### config.mk
export PLATFORM = sky130hd
export DESIGN_NAME = instruction_fetch_unit
export DESIGN_NICKNAME = d
export VERILOG_FILES = /design/src/rtl/rt_core_pkg.sv /design/src/rtl/fetch_fifo.sv /design/src/rtl/instruction_fetch_unit.sv
export SDC_FILE = /design/constraint.sdc
export NUM_CORES = 1
export LEC_CHECK = 0
export CAP_MARGIN = 20
export CORE_MARGIN = 2
export CORE_UTILIZATION = 25
export DETAILED_ROUTE_END_ITERATION = 6
export PLACE_DENSITY = 0.41
export SLEW_MARGIN = 40
export SYNTH_ARGS = -nofsm -noshare
export SYNTH_HDL_FRONTEND = slang
export SYNTH_SLANG_ARGS = --single-unit
### constraint.sdc
create_clock -name clk -period 13.1 [get_ports clk]
set_input_delay 1.31 -clock clk [delete_from_list [all_inputs] [get_ports clk]]
set_output_delay 1.31 -clock clk [all_outputs]
set_load 0.01 [all_outputs]
### src/rtl/rt_core_pkg.sv
// Shared definitions for the RT core front end.
// Provides the context-switch opcode, the fetch FSM state type and the default
// instruction / address widths used by the fetch unit.
package rt_core_pkg;

  localparam int unsigned IW_DEFAULT = 32;
  localparam int unsigned AW_DEFAULT = 32;

  // Opcode (instr[IW-1:IW-6]) that stops instruction fetch once delivered to decode.
  localparam logic [5:0] OPC_CTX_SWITCH = 6'b111010;

  typedef enum logic [1:0] {
    StIdle = 2'd0,
    StRun  = 2'd1,
    StHalt = 2'd2
  } fetch_state_e;

endpackage

### src/rtl/fetch_fifo.sv
// Small synchronous FIFO used as the prefetch buffer and the in-order PC tag queue.
// Ports:
//   clk_i, rst_i   clock, synchronous active-high reset
//   flush_i        drop all entries (wins over push/pop)
//   push_i/wdata_i write an entry; accepted when not full, or when full and popping
//   pop_i          remove the head entry (ignored when empty)
//   rdata_o        head entry
//   count_o        number of valid entries
module fetch_fifo #(
  parameter int unsigned Depth = 2,
  parameter int unsigned Width = 32
) (
  input  logic                           clk_i,
  input  logic                           rst_i,
  input  logic                           flush_i,
  input  logic                           push_i,
  input  logic [Width-1:0]               wdata_i,
  input  logic                           pop_i,
  output logic [Width-1:0]               rdata_o,
  output logic [$clog2(Depth + 1)-1:0]   count_o
);

  localparam int unsigned CntW = $clog2(Depth + 1);
  localparam int unsigned PtrW = $clog2(Depth);

  logic [Width-1:0] mem_q [Depth];
  logic [PtrW-1:0]  rd_ptr_q, wr_ptr_q;
  logic [CntW-1:0]  count_q;
  logic             full, do_push, do_pop;

  assign full    = (count_q == CntW'(Depth));
  assign do_pop  = pop_i && (count_q != '0);
  assign do_push = push_i && (!full || do_pop);

  // Depth is a power of two, so the pointers wrap naturally.
  always_ff @(posedge clk_i) begin
    if (rst_i) begin
      rd_ptr_q <= '0;
      wr_ptr_q <= '0;
      count_q  <= '0;
      for (int unsigned i = 0; i < Depth; i++) begin
        mem_q[i] <= '0;
      end
    end else if (flush_i) begin
      rd_ptr_q <= '0;
      wr_ptr_q <= '0;
      count_q  <= '0;
    end else begin
      if (do_push) begin
        mem_q[wr_ptr_q] <= wdata_i;
        wr_ptr_q        <= wr_ptr_q + PtrW'(1);
      end
      if (do_pop) begin
        rd_ptr_q <= rd_ptr_q + PtrW'(1);
      end
      case ({do_push, do_pop})
        2'b10:   count_q <= count_q + CntW'(1);
        2'b01:   count_q <= count_q - CntW'(1);
        default: count_q <= count_q;
      endcase
    end
  end

  assign rdata_o = mem_q[rd_ptr_q];
  assign count_o = count_q;

  // The producer's credit scheme must never push into a full FIFO without a pop.
  overflow_a: assert property (@(posedge clk_i) disable iff (rst_i)
    !(push_i && !flush_i && full && !do_pop));

endmodule

### src/rtl/instruction_fetch_unit.sv
// Instruction fetch unit feeding the RT core decode stage.
// Generates sequential PCs, issues in-order reads to instruction memory, buffers
// returned words with their PCs in a prefetch FIFO and presents them to decode under
// a valid/stall handshake. Branch redirects flush the buffer and discard stale
// in-flight responses; delivering a context-switch opcode halts fetching.
// Ports:
//   clk, rst                   clock, synchronous active-high reset
//   start, start_pc            begin fetching at start_pc (from IDLE or HALT)
//   imem_req/addr/gnt          request channel; req&gnt issues a read
//   imem_rvalid/rdata          in-order response channel
//   redirect, redirect_pc      flush and restart fetch at redirect_pc
//   stall                      decode cannot accept this cycle
//   instr_valid, instr, instr_pc  head of the prefetch buffer to decode
//   halted                     fetch stopped after a context-switch instruction
module instruction_fetch_unit
  import rt_core_pkg::*;
#(
  parameter int unsigned IW         = IW_DEFAULT,
  parameter int unsigned AW         = AW_DEFAULT,
  parameter int unsigned FIFO_DEPTH = 2,
  parameter logic [5:0]  CTX_OPCODE = OPC_CTX_SWITCH
) (
  input  logic          clk,
  input  logic          rst,
  input  logic          start,
  input  logic [AW-1:0] start_pc,
  output logic          imem_req,
  output logic [AW-1:0] imem_addr,
  input  logic          imem_gnt,
  input  logic          imem_rvalid,
  input  logic [IW-1:0] imem_rdata,
  input  logic          redirect,
  input  logic [AW-1:0] redirect_pc,
  input  logic          stall,
  output logic          instr_valid,
  output logic [IW-1:0] instr,
  output logic [AW-1:0] instr_pc,
  output logic          halted
);

  localparam int unsigned CW = $clog2(FIFO_DEPTH + 1);

  fetch_state_e   state_q, state_d;
  logic [AW-1:0]  pc_q, pc_d;
  logic [CW-1:0]  outstanding_q, outstanding_d;
  logic [CW-1:0]  drop_q, drop_d;
  logic [CW-1:0]  buf_count, tag_count;
  logic [IW+AW-1:0] buf_rdata;
  logic [AW-1:0]  tag_head;
  logic [CW:0]    credit_used;
  logic           running, issue, accept, ctx_accept;
  logic           resp_drop, resp_keep, leave_run, flush;

  assign running = (state_q == StRun);

  assign instr_valid = running && !redirect && (buf_count != '0);
  assign accept      = instr_valid && !stall;
  assign instr       = buf_rdata[IW+AW-1:AW];
  assign instr_pc    = buf_rdata[AW-1:0];
  assign ctx_accept  = accept && (instr[IW-1:IW-6] == CTX_OPCODE);

  // Every in-flight request owns a buffer slot. The entry being popped this cycle
  // frees its slot immediately, which keeps the stream at one word per cycle.
  assign credit_used = {1'b0, outstanding_q} + {1'b0, buf_count} - {{CW{1'b0}}, accept};
  assign imem_req    = running && !redirect && (credit_used < {1'b0, CW'(FIFO_DEPTH)});
  assign imem_addr   = pc_q;
  assign issue       = imem_req && imem_gnt;

  assign resp_drop = imem_rvalid && (drop_q != '0);
  assign resp_keep = imem_rvalid && (drop_q == '0) && (tag_count != '0);

  assign leave_run = running && (redirect || ctx_accept);
  assign flush     = leave_run || (start && !running);

  assign halted = (state_q == StHalt);

  always_comb begin
    state_d       = state_q;
    pc_d          = pc_q;
    outstanding_d = outstanding_q + CW'(issue) - CW'(imem_rvalid);
    drop_d        = resp_drop ? (drop_q - CW'(1)) : drop_q;
    case (state_q)
      StIdle, StHalt: begin
        // drop is kept: after HALT it still covers any response not yet returned.
        if (start) begin
          state_d = StRun;
          pc_d    = start_pc;
        end
      end
      StRun: begin
        if (redirect) begin
          pc_d   = redirect_pc;
          drop_d = outstanding_d;
        end else begin
          if (issue) begin
            pc_d = pc_q + AW'(1);
          end
          if (ctx_accept) begin
            state_d = StHalt;
            drop_d  = outstanding_d;
          end
        end
      end
      default: state_d = StIdle;
    endcase
  end

  always_ff @(posedge clk) begin
    if (rst) begin
      state_q       <= StIdle;
      pc_q          <= '0;
      outstanding_q <= '0;
      drop_q        <= '0;
    end else begin
      state_q       <= state_d;
      pc_q          <= pc_d;
      outstanding_q <= outstanding_d;
      drop_q        <= drop_d;
    end
  end

  // Prefetch buffer: {instruction word, PC}.
  fetch_fifo #(
    .Depth(FIFO_DEPTH),
    .Width(IW + AW)
  ) u_instr_buf (
    .clk_i   (clk),
    .rst_i   (rst),
    .flush_i (flush),
    .push_i  (resp_keep),
    .wdata_i ({imem_rdata, tag_head}),
    .pop_i   (accept),
    .rdata_o (buf_rdata),
    .count_o (buf_count)
  );

  // PCs of live in-flight requests, in issue order.
  fetch_fifo #(
    .Depth(FIFO_DEPTH),
    .Width(AW)
  ) u_pc_tags (
    .clk_i   (clk),
    .rst_i   (rst),
    .flush_i (flush),
    .push_i  (issue),
    .wdata_i (pc_q),
    .pop_i   (resp_keep),
    .rdata_o (tag_head),
    .count_o (tag_count)
  );

endmodule

==> metrics.md, run 1 <==
| Metric | Value |
|---|---|
| DRT Pass-1 Iters | `5` |
| Die area | `48,400 um^2` |
| R2R depth | `14` |
| P_leak | `5.08 nW` |
| Syn avg cell area | `11.7 um^2` |
| Highest Clock Rate | `166 MHz` |
| Cells after synthesis | `997` |
| Crit-path cells | `clkdlybuf4s50_1 > buf_4 > or3b_1 > or3_1 > inv_1 > ha_1 > nand2b_1 > fa_1 > xor2_1 > and3_1 > clkdlybuf4s50_1` |
| Area growth syn-to-layout | `30.3%` |
| Final nets | `1,288` |
| R2r setup slk | `8.47 ns` |
| Multi-input gate area | `4450 um^2` |
| Postcts setup bufs | `0` |
| Most common cell after layout, fill and taps aside | `clkdlybuf4s50_1` |
| R2R Path End | `u_pc_tags.mem_q[0][21]$_SDFFCE_PN0P_` |
| Starting density of the core | `25.2%` |
| Mean routed wirelength per cell | `18.8 um` |
| Crit-path max cell delay | `0.55 ns` |
| Fin crit share | `45.9%` |
| CTS-repair resized insts | `0` |
| Setup violators final | `0` |
| Hold Crit Class | `register to register` |
| Register area share after synthesis | `57.7%` |
| Synthesized Nets | `1,108` |
| Seq cells post-synth | `240` |
| DP HPWL | `22,400 um` |
| Register Area | `6730 um^2` |
| Hold_ws | `0.487 ns` |
| Worst hold endpoint | `u_instr_buf.wr_ptr_q$_SDFFE_PP0P_` |
| Share of cells above drive strength 1 | `15.1%` |
| Critical path arrival | `4.71 ns` |
| Skew-Pair Late Insertion Delay | `0.56 ns` |
| Post-synthesis mux area share | `9.56%` |
| Initial antenna violation count | `0` |
| Tot GR Track Use | `13.9%` |
| Fill cells | `4,691` |
| Status | `completed` |
| Remaining Overflow, GRT | `0` |
| Clk slew on worst S/H paths | `0.06 ns` |
| First-pass GRT wire length | `51,200 um` |
| Vias | `8,296` |
| Maxcap violations | `0` |
| Yosys cell types | `64` |
| Vias/cell | `4.59` |
| Prevailing post-synth register cell | `edfxtp_1` |
| Synth Area in Compound Gates | `8.04%` |
| Crit. End Element | `primary output` |
| CP most frequent cell | `clkdlybuf4s50_1` |
| Final hold vios | `0` |
| Worst EP required | `11.79 ns` |
| Crit start category | `input port` |
| Die width | `220 um` |
| WHS Path Cells | `2` |
| CTS tree | `yes` |
| Pin count of the biggest net entering global routing | `67` |
| RePlAce Congestion | `0.741` |
| RSZ-0062 raised after global routing | `false` |
| H-tree depth | `1` |
| Root Driver | `clkbuf_16` |
| Adder-Cell Fraction of Synth Area | `0.923%` |
| Number of global-route vias before repair | `8,226` |
| PortBufs | `201` |
| Final Skew | `0.0241 ns` |
| Ys Warns | `0` |
| ANT nets after route | `0` |
| Clock sink total | `240` |
| CP max stage cell | `clkdlybuf4s50_1` |
| CTS Buffer Depth | `3` |
| XOR/XNOR Fraction of Synth Area | `0.977%` |
| Power density over the cells | `122 nW/um^2` |
| Post-route minimum period | `6.02 ns` |
| Slew HR | `51.8%` |
| CP Class | `input port to primary output` |
| Row cnt | `79` |
| CP Max Fanout | `37` |
| Post-synth EDFFs | `192` |
| Most frequent cells in the layout | `200 x clkdlybuf4s50_1, 192 x edfxtp_1, 105 x nor2_1, 66 x mux2_2, 64 x and2_1` |
| Ports | `202` |
| Setup TNS | `0 ns` |
| Diodes inserted | `0` |
| Slew Viols, Final | `0` |
| Chip height | `220 um` |
| 1st-iter DRT viols | `460` |
| # hold bufs at CTS | `0` |
| Largest vdd supply drop | `0.0793 mV` |
| Hold path start | `u_instr_buf.wr_ptr_q$_SDFFE_PP0P_` |
| # DRC | `0` |
| WL final | `34,000 um` |
| TritonCTS Buffers | `28` |
| Reg2reg start | `state_q[0]$_SDFFE_PP0P_` |
| Slew @ Worst Pin | `0.721 ns` |
| Mapped cell area | `11,700 um^2` |
| Core Footprint | `46,300 um^2` |
| Largest family of logic cells by synthesized area | `simple AND/OR/NAND/NOR gates` |
| Synth async-reset ratio | `0%` |
| Simple-gate share of the synthesized area | `18.3%` |
## worst max-delay path by stage
stage                                           end  slack, ns  cells past startpoint      from
2_1_floorplan   u_pc_tags.mem_q[0][0]$_SDFFCE_PN0P_       6.81                     15  redirect
3_3_place_gp   u_pc_tags.mem_q[0][21]$_SDFFCE_PN0P_       6.92                     15  redirect
3_5_place_dp   u_pc_tags.mem_q[0][10]$_SDFFCE_PN0P_       6.96                     15  redirect
4_1_cts                                    imem_req       7.09                     11  redirect
5_1_grt                                    imem_req       6.94                     11  redirect
6_report                                   imem_req       7.08                     11  redirect
## logic make-up (layout without fill, tap and decap cells)
logic type               Yosys count  count (layout)
AND/OR/NAND/NOR                  376             376
flip-flops                       240             240
AO/OA/AOI/OAI                    142             142
buffers and inverters            115             317
multiplexers                     103             103
XOR/XNOR                          13              13
adder cells (fa/ha/maj)            8               8
## metrics by stage
step	cell area, um^2	utilization [%]	total power [mW]	setup slack [ns]	instances
after floorplan	11700	-	0.999	6.81	997
after global placement	14200	30.7	1.12	6.92	1751
after detailed placement	14300	30.9	1.12	6.96	1754
after CTS	15200	32.8	1.88	7.09	1806
after global routing	15200	32.8	1.93	6.94	1806
final	15200	32.8	1.86	7.08	1806
## synth_stat cells, types with 3 or more instances
cell type  number  area [um^2]
buf_1           4         15.0
a311oi_1        4         35.0
nor2_1        106          398
clkbuf_1       45          169
mux2i_1        37          370
and2_1         64          400
mux2_2         66          743
edfxtp_1      192         5770
nand3_1        17         85.1
buf_2          12         60.1
nand2b_1        8         50.1
a21o_1          3         22.5
a31oi_1         9         56.3
o211ai_1        5         37.5
nor3_1         36          180
nor3_2         40          400
o32ai_1         5         43.8
ha_1            7         87.6
nand4_1        15         93.8
nor2b_1         4         25.0
buf_6          10          113
a22o_1          5         43.8
a21oi_1        55          275
o21ai_0        22          110
xnor2_1        10         87.6
or3_1           4         25.0
o31a_1          3         26.3
and4b_1         5         50.1
inv_1          43          161
and3_1         11         68.8
nor4_1          4         25.0
xor2_1          3         26.3
dfxtp_1        48          961
o31ai_1         4         30.0
nand2_1        44          165
## flip-flops by register name (all words and copies together) (netlist names), named ones only
signal                flops
outstanding_q             2
u_instr_buf.mem_q       128
u_pc_tags.mem_q          64
u_pc_tags.wr_ptr_q        1
u_pc_tags.count_o         2
drop_q                    2
u_instr_buf.rd_ptr_q      1
imem_addr                32
u_pc_tags.rd_ptr_q        1
state_q                   2
u_instr_buf.wr_ptr_q      1
u_instr_buf.count_o       2
## layout make-up
type / instances / share of cell area [%]
sequential: 240 / 44.4
multi-input combinational: 642 / 29.3
timing repair buffer: 222 / 14.6
clock buffer: 44 / 5.15
tap: 607 / 5.00
inverter: 43 / 1.06
clock inverter: 8 / 0.560
## critical path: cells and delay by family
family                   cells  cell delay [ns]
XOR/XNOR                     1             0.25
adder cells (fa/ha/maj)      2             0.62
buffers and inverters        4             1.27
AND/OR/NAND/NOR              4             1.25
## where the power goes
group / switching [mW] / internal [mW] / leakage, nW
logic: 0.119 / 0.101 / 2.29
registers: 0.0244 / 0.855 / 2.38
clock network: 0.310 / 0.446 / 0.417
## layer usage
layer	vias up	GRT usage (%)	share of wire, %
met3	33	3.16	5.7
met1	4040	20.2	49
met4	0	3.78	1.9
met2	216	20.5	43
li1	4007	-	-
met5	-	0	0
Note: power is estimated with default switching activity, not from simulation.
==> run 2: changes to the inputs <==
--- a/config.mk
+++ b/config.mk
@@ -9,7 +9,7 @@
 export CORE_MARGIN = 2
 export CORE_UTILIZATION = 25
 export DETAILED_ROUTE_END_ITERATION = 6
-export PLACE_DENSITY = 0.41
+export PLACE_DENSITY = 0.42
 export SLEW_MARGIN = 40
 export SYNTH_ARGS = -nofsm -noshare
 export SYNTH_HDL_FRONTEND = slang
==> constraint.sdc (replaced) <==
create_clock -name clk -period 5 [get_ports clk]
set_input_delay 0.5 -clock clk [delete_from_list [all_inputs] [get_ports clk]]
set_output_delay 0.5 -clock clk [all_outputs]
set_load 0.01 [all_outputs]
==> run 2 against run 1 <==
  * Combinational power increased to 2.7 times the previous value
  * Clock skew decreased by 0.012 ns
  * First-iteration DRC count increased by 17%
  * Critical endpoint unchanged
  * Largest power group unchanged
  * Hold slack got worse by 0.0045 ns
  * Global-route usage increased by 0.053 points
  * Die area unchanged
  * Routed wire length decreased by 0.39%
  * Register-to-register slack got worse by 7.7 ns
==> metrics.md, run 2 (synthesis gave the netlist of run 1 again) <==
| Metric | Value |
|---|---|
| Setup TNS | `0 ns (unchanged)` |
| CP Max Fanout | `11 (-70%)` |
| R2r setup slk | `0.81 ns (-7.66 ns)` |
| RSZ-0062 raised after global routing | `false` |
| Number of global-route vias before repair | `8,412 (+2.3%)` |
| ANT nets after route | `0 (unchanged)` |
| PortBufs | `201 (unchanged)` |
| Final Skew | `0.0117 ns (-0.0124 ns)` |
| P_leak | `5.21 nW (+2.5%)` |
| M1 GR Usage | `20.2% (+0.033 points)` |
| Critical path arrival | `3.89 ns (-0.82 ns)` |
| Final nets | `1,293 (+0.39%)` |
| First-pass GRT wire length | `51,900 um (+1.3%)` |
| Max FFs per register | `128 (unchanged)` |
| Clk slew on worst S/H paths | `0.06 ns (about the same)` |
| Maxcap violations | `0 (unchanged)` |
| Status | `completed` |
| # hold bufs at CTS | `0 (unchanged)` |
| DP HPWL | `22,900 um (+2.2%)` |
| CTS tree | `yes` |
| GRT busiest layer | `met2` |
| CTS Buffer Depth | `3 (unchanged)` |
| Remaining Overflow, GRT | `0 (unchanged)` |
| Cells after DPL | `1,757 (+0.17%)` |
| Hold Crit Class | `register to register` |
| Met3 GRT Util | `2.88% (-0.28 points)` |
| Share of cells above drive strength 1 | `15.9% (+0.82 points)` |
| Most frequent cells in the layout | `200 x clkdlybuf4s50_1, 192 x edfxtp_1, 105 x nor2_1, 66 x mux2_2, 64 x and2_1` |
| Postcts setup bufs | `0 (unchanged)` |
| Crit start category | `register` |
| Dpl cell area | `14,400 um^2 (+0.33%)` |
| Hold path start | `u_instr_buf.wr_ptr_q$_SDFFE_PP0P_` |
| Initial antenna violation count | `0 (unchanged)` |
| Highest Clock Rate | `228 MHz` |
| Chip height | `220 um (unchanged)` |
| WHS Path Cells | `2 (unchanged)` |
| Setup violators final | `0 (unchanged)` |
| H-tree depth | `1 (unchanged)` |
| Starting density of the core | `25.2% (unchanged)` |
| TritonCTS Buffers | `30 (+7.1%)` |
| Buffer and inverter count on the worst path | `2 (-2)` |
| Clock sink total | `240 (unchanged)` |
| CP max stage cell | `clkdlybuf4s50_1` |
| Die area | `48,400 um^2 (unchanged)` |
| Power density over the cells | `330 nW/um^2 (+170%)` |
| CTS-repair resized insts | `0 (unchanged)` |
| Slew HR | `50.5% (-1.2 points)` |
| Diodes inserted | `0 (unchanged)` |
| Post-route cell area | `15,300 um^2 (+1.1%)` |
| Most common cell after layout, fill and taps aside | `clkdlybuf4s50_1` |
| Post-route minimum period | `4.39 ns` |
| R2R Path End | `drop_q[1]$_SDFF_PP0_` |
| Mean routed wirelength per cell | `18.7 um (-0.78%)` |
| Tot GR Track Use | `13.9% (+0.053 points)` |
| Ports | `202 (unchanged)` |
| Row cnt | `79 (unchanged)` |
| Non-Filler Instances | `1,813 (+0.39%)` |
| Grt met2 use | `21.1% (+0.61 points)` |
| Slew @ Worst Pin | `0.742 ns (+0.0212 ns)` |
| Post-Route Utilization | `33.2% (+0.35 points)` |
| Root Driver | `clkbuf_16` |
| Vias/cell | `4.57 (-0.53%)` |
| Largest vdd supply drop | `0.223 mV (+180%)` |
| Slew Viols, Final | `0 (unchanged)` |
| Final hold vios | `0 (unchanged)` |
| Crit-path max cell delay | `0.56 ns (about the same)` |
| Core Footprint | `46,300 um^2 (unchanged)` |
| WL final | `33,900 um (-0.39%)` |
| Area growth syn-to-layout | `31.7%` |
| Die width | `220 um (unchanged)` |
| Reg2reg start | `state_q[1]$_SDFFE_PP0P_` |
| Crit. End Element | `primary output` |
| # DRC | `0 (unchanged)` |
| DRT Pass-1 Iters | `5 (unchanged)` |
| RePlAce Congestion | `0.784 (+5.8%)` |
| Worst EP required | `4.50 ns (-7.29 ns)` |
| CP Class | `register to primary output` |
| Crit path max-delay family | `simple AND/OR/NAND/NOR gates` |
| Vias | `8,284 (-0.14%)` |
| Fin crit share | `87.7%` |
| Crit-path cells | `or3b_1 > or3_1 > inv_1 > ha_1 > nand2b_1 > fa_1 > xor2_1 > and3_1 > clkdlybuf4s50_1` |
| Worst hold endpoint | `u_instr_buf.wr_ptr_q$_SDFFE_PP0P_` |
| Largest reg by FF count | `u_instr_buf.mem_q` |
| Skew-Pair Late Insertion Delay | `0.56 ns (about the same)` |
| Pin count of the biggest net entering global routing | `47 (-30%)` |
| R2R depth | `15 (+1)` |
| 1st-iter DRT viols | `537 (+17%)` |
run 2: report_power, final:
part           switching, mW  internal, mW  total (mW)
clock network          0.833          1.34        2.17
registers             0.0629          2.24        2.30
logic                  0.314         0.271       0.586
run 2: worst max path at each step:
stage                                 start                                  end  slack (ns)  cells past startpoint
finish              state_q[1]$_SDFFE_PP0P_                             imem_req        0.61                      9
CTS                 state_q[1]$_SDFFE_PP0P_                             imem_req        0.54                      9
global route        state_q[1]$_SDFFE_PP0P_                             imem_req        0.42                      9
floorplan                          redirect  u_pc_tags.mem_q[0][0]$_SDFFCE_PN0P_       -0.48                     15
detailed placement                 redirect                 drop_q[1]$_SDFF_PP0_        0.36                     16
global placement                   redirect                 drop_q[1]$_SDFF_PP0_        0.39                     16
run 2: metrics by stage:
stage	power [mW]	setup WS [ns]	hold WS, ns
2_1_floorplan	2.62	-0.484	0.449
3_3_place_gp	2.93	0.386	0.460
3_5_place_dp	2.94	0.358	0.472
4_1_cts	5.14	0.536	0.481
5_1_grt	5.28	0.423	0.523
6_report	5.06	0.615	0.482
run 2: final cells by class:
type                       instances  area [um^2]
sequential                       240         6730
multi-input combinational        642         4440
clock inverter                    15          171
timing repair buffer             225         2270
fill                            4686        30900
inverter                          43          161
clock buffer                      41          813
tap                              607          759
run 2: worst min-delay path, stage by stage, from the launching register on:
cell and delay, ns:
dfxtp_1 0.32, nand2_1 0.06, a21oi_1 0.05
run 2: routing by layer:
layer,wire (um),up-vias
met4,501,0
li1,-,4011
met1,16800,4019
met3,1880,36
met5,0,-
met2,14700,218
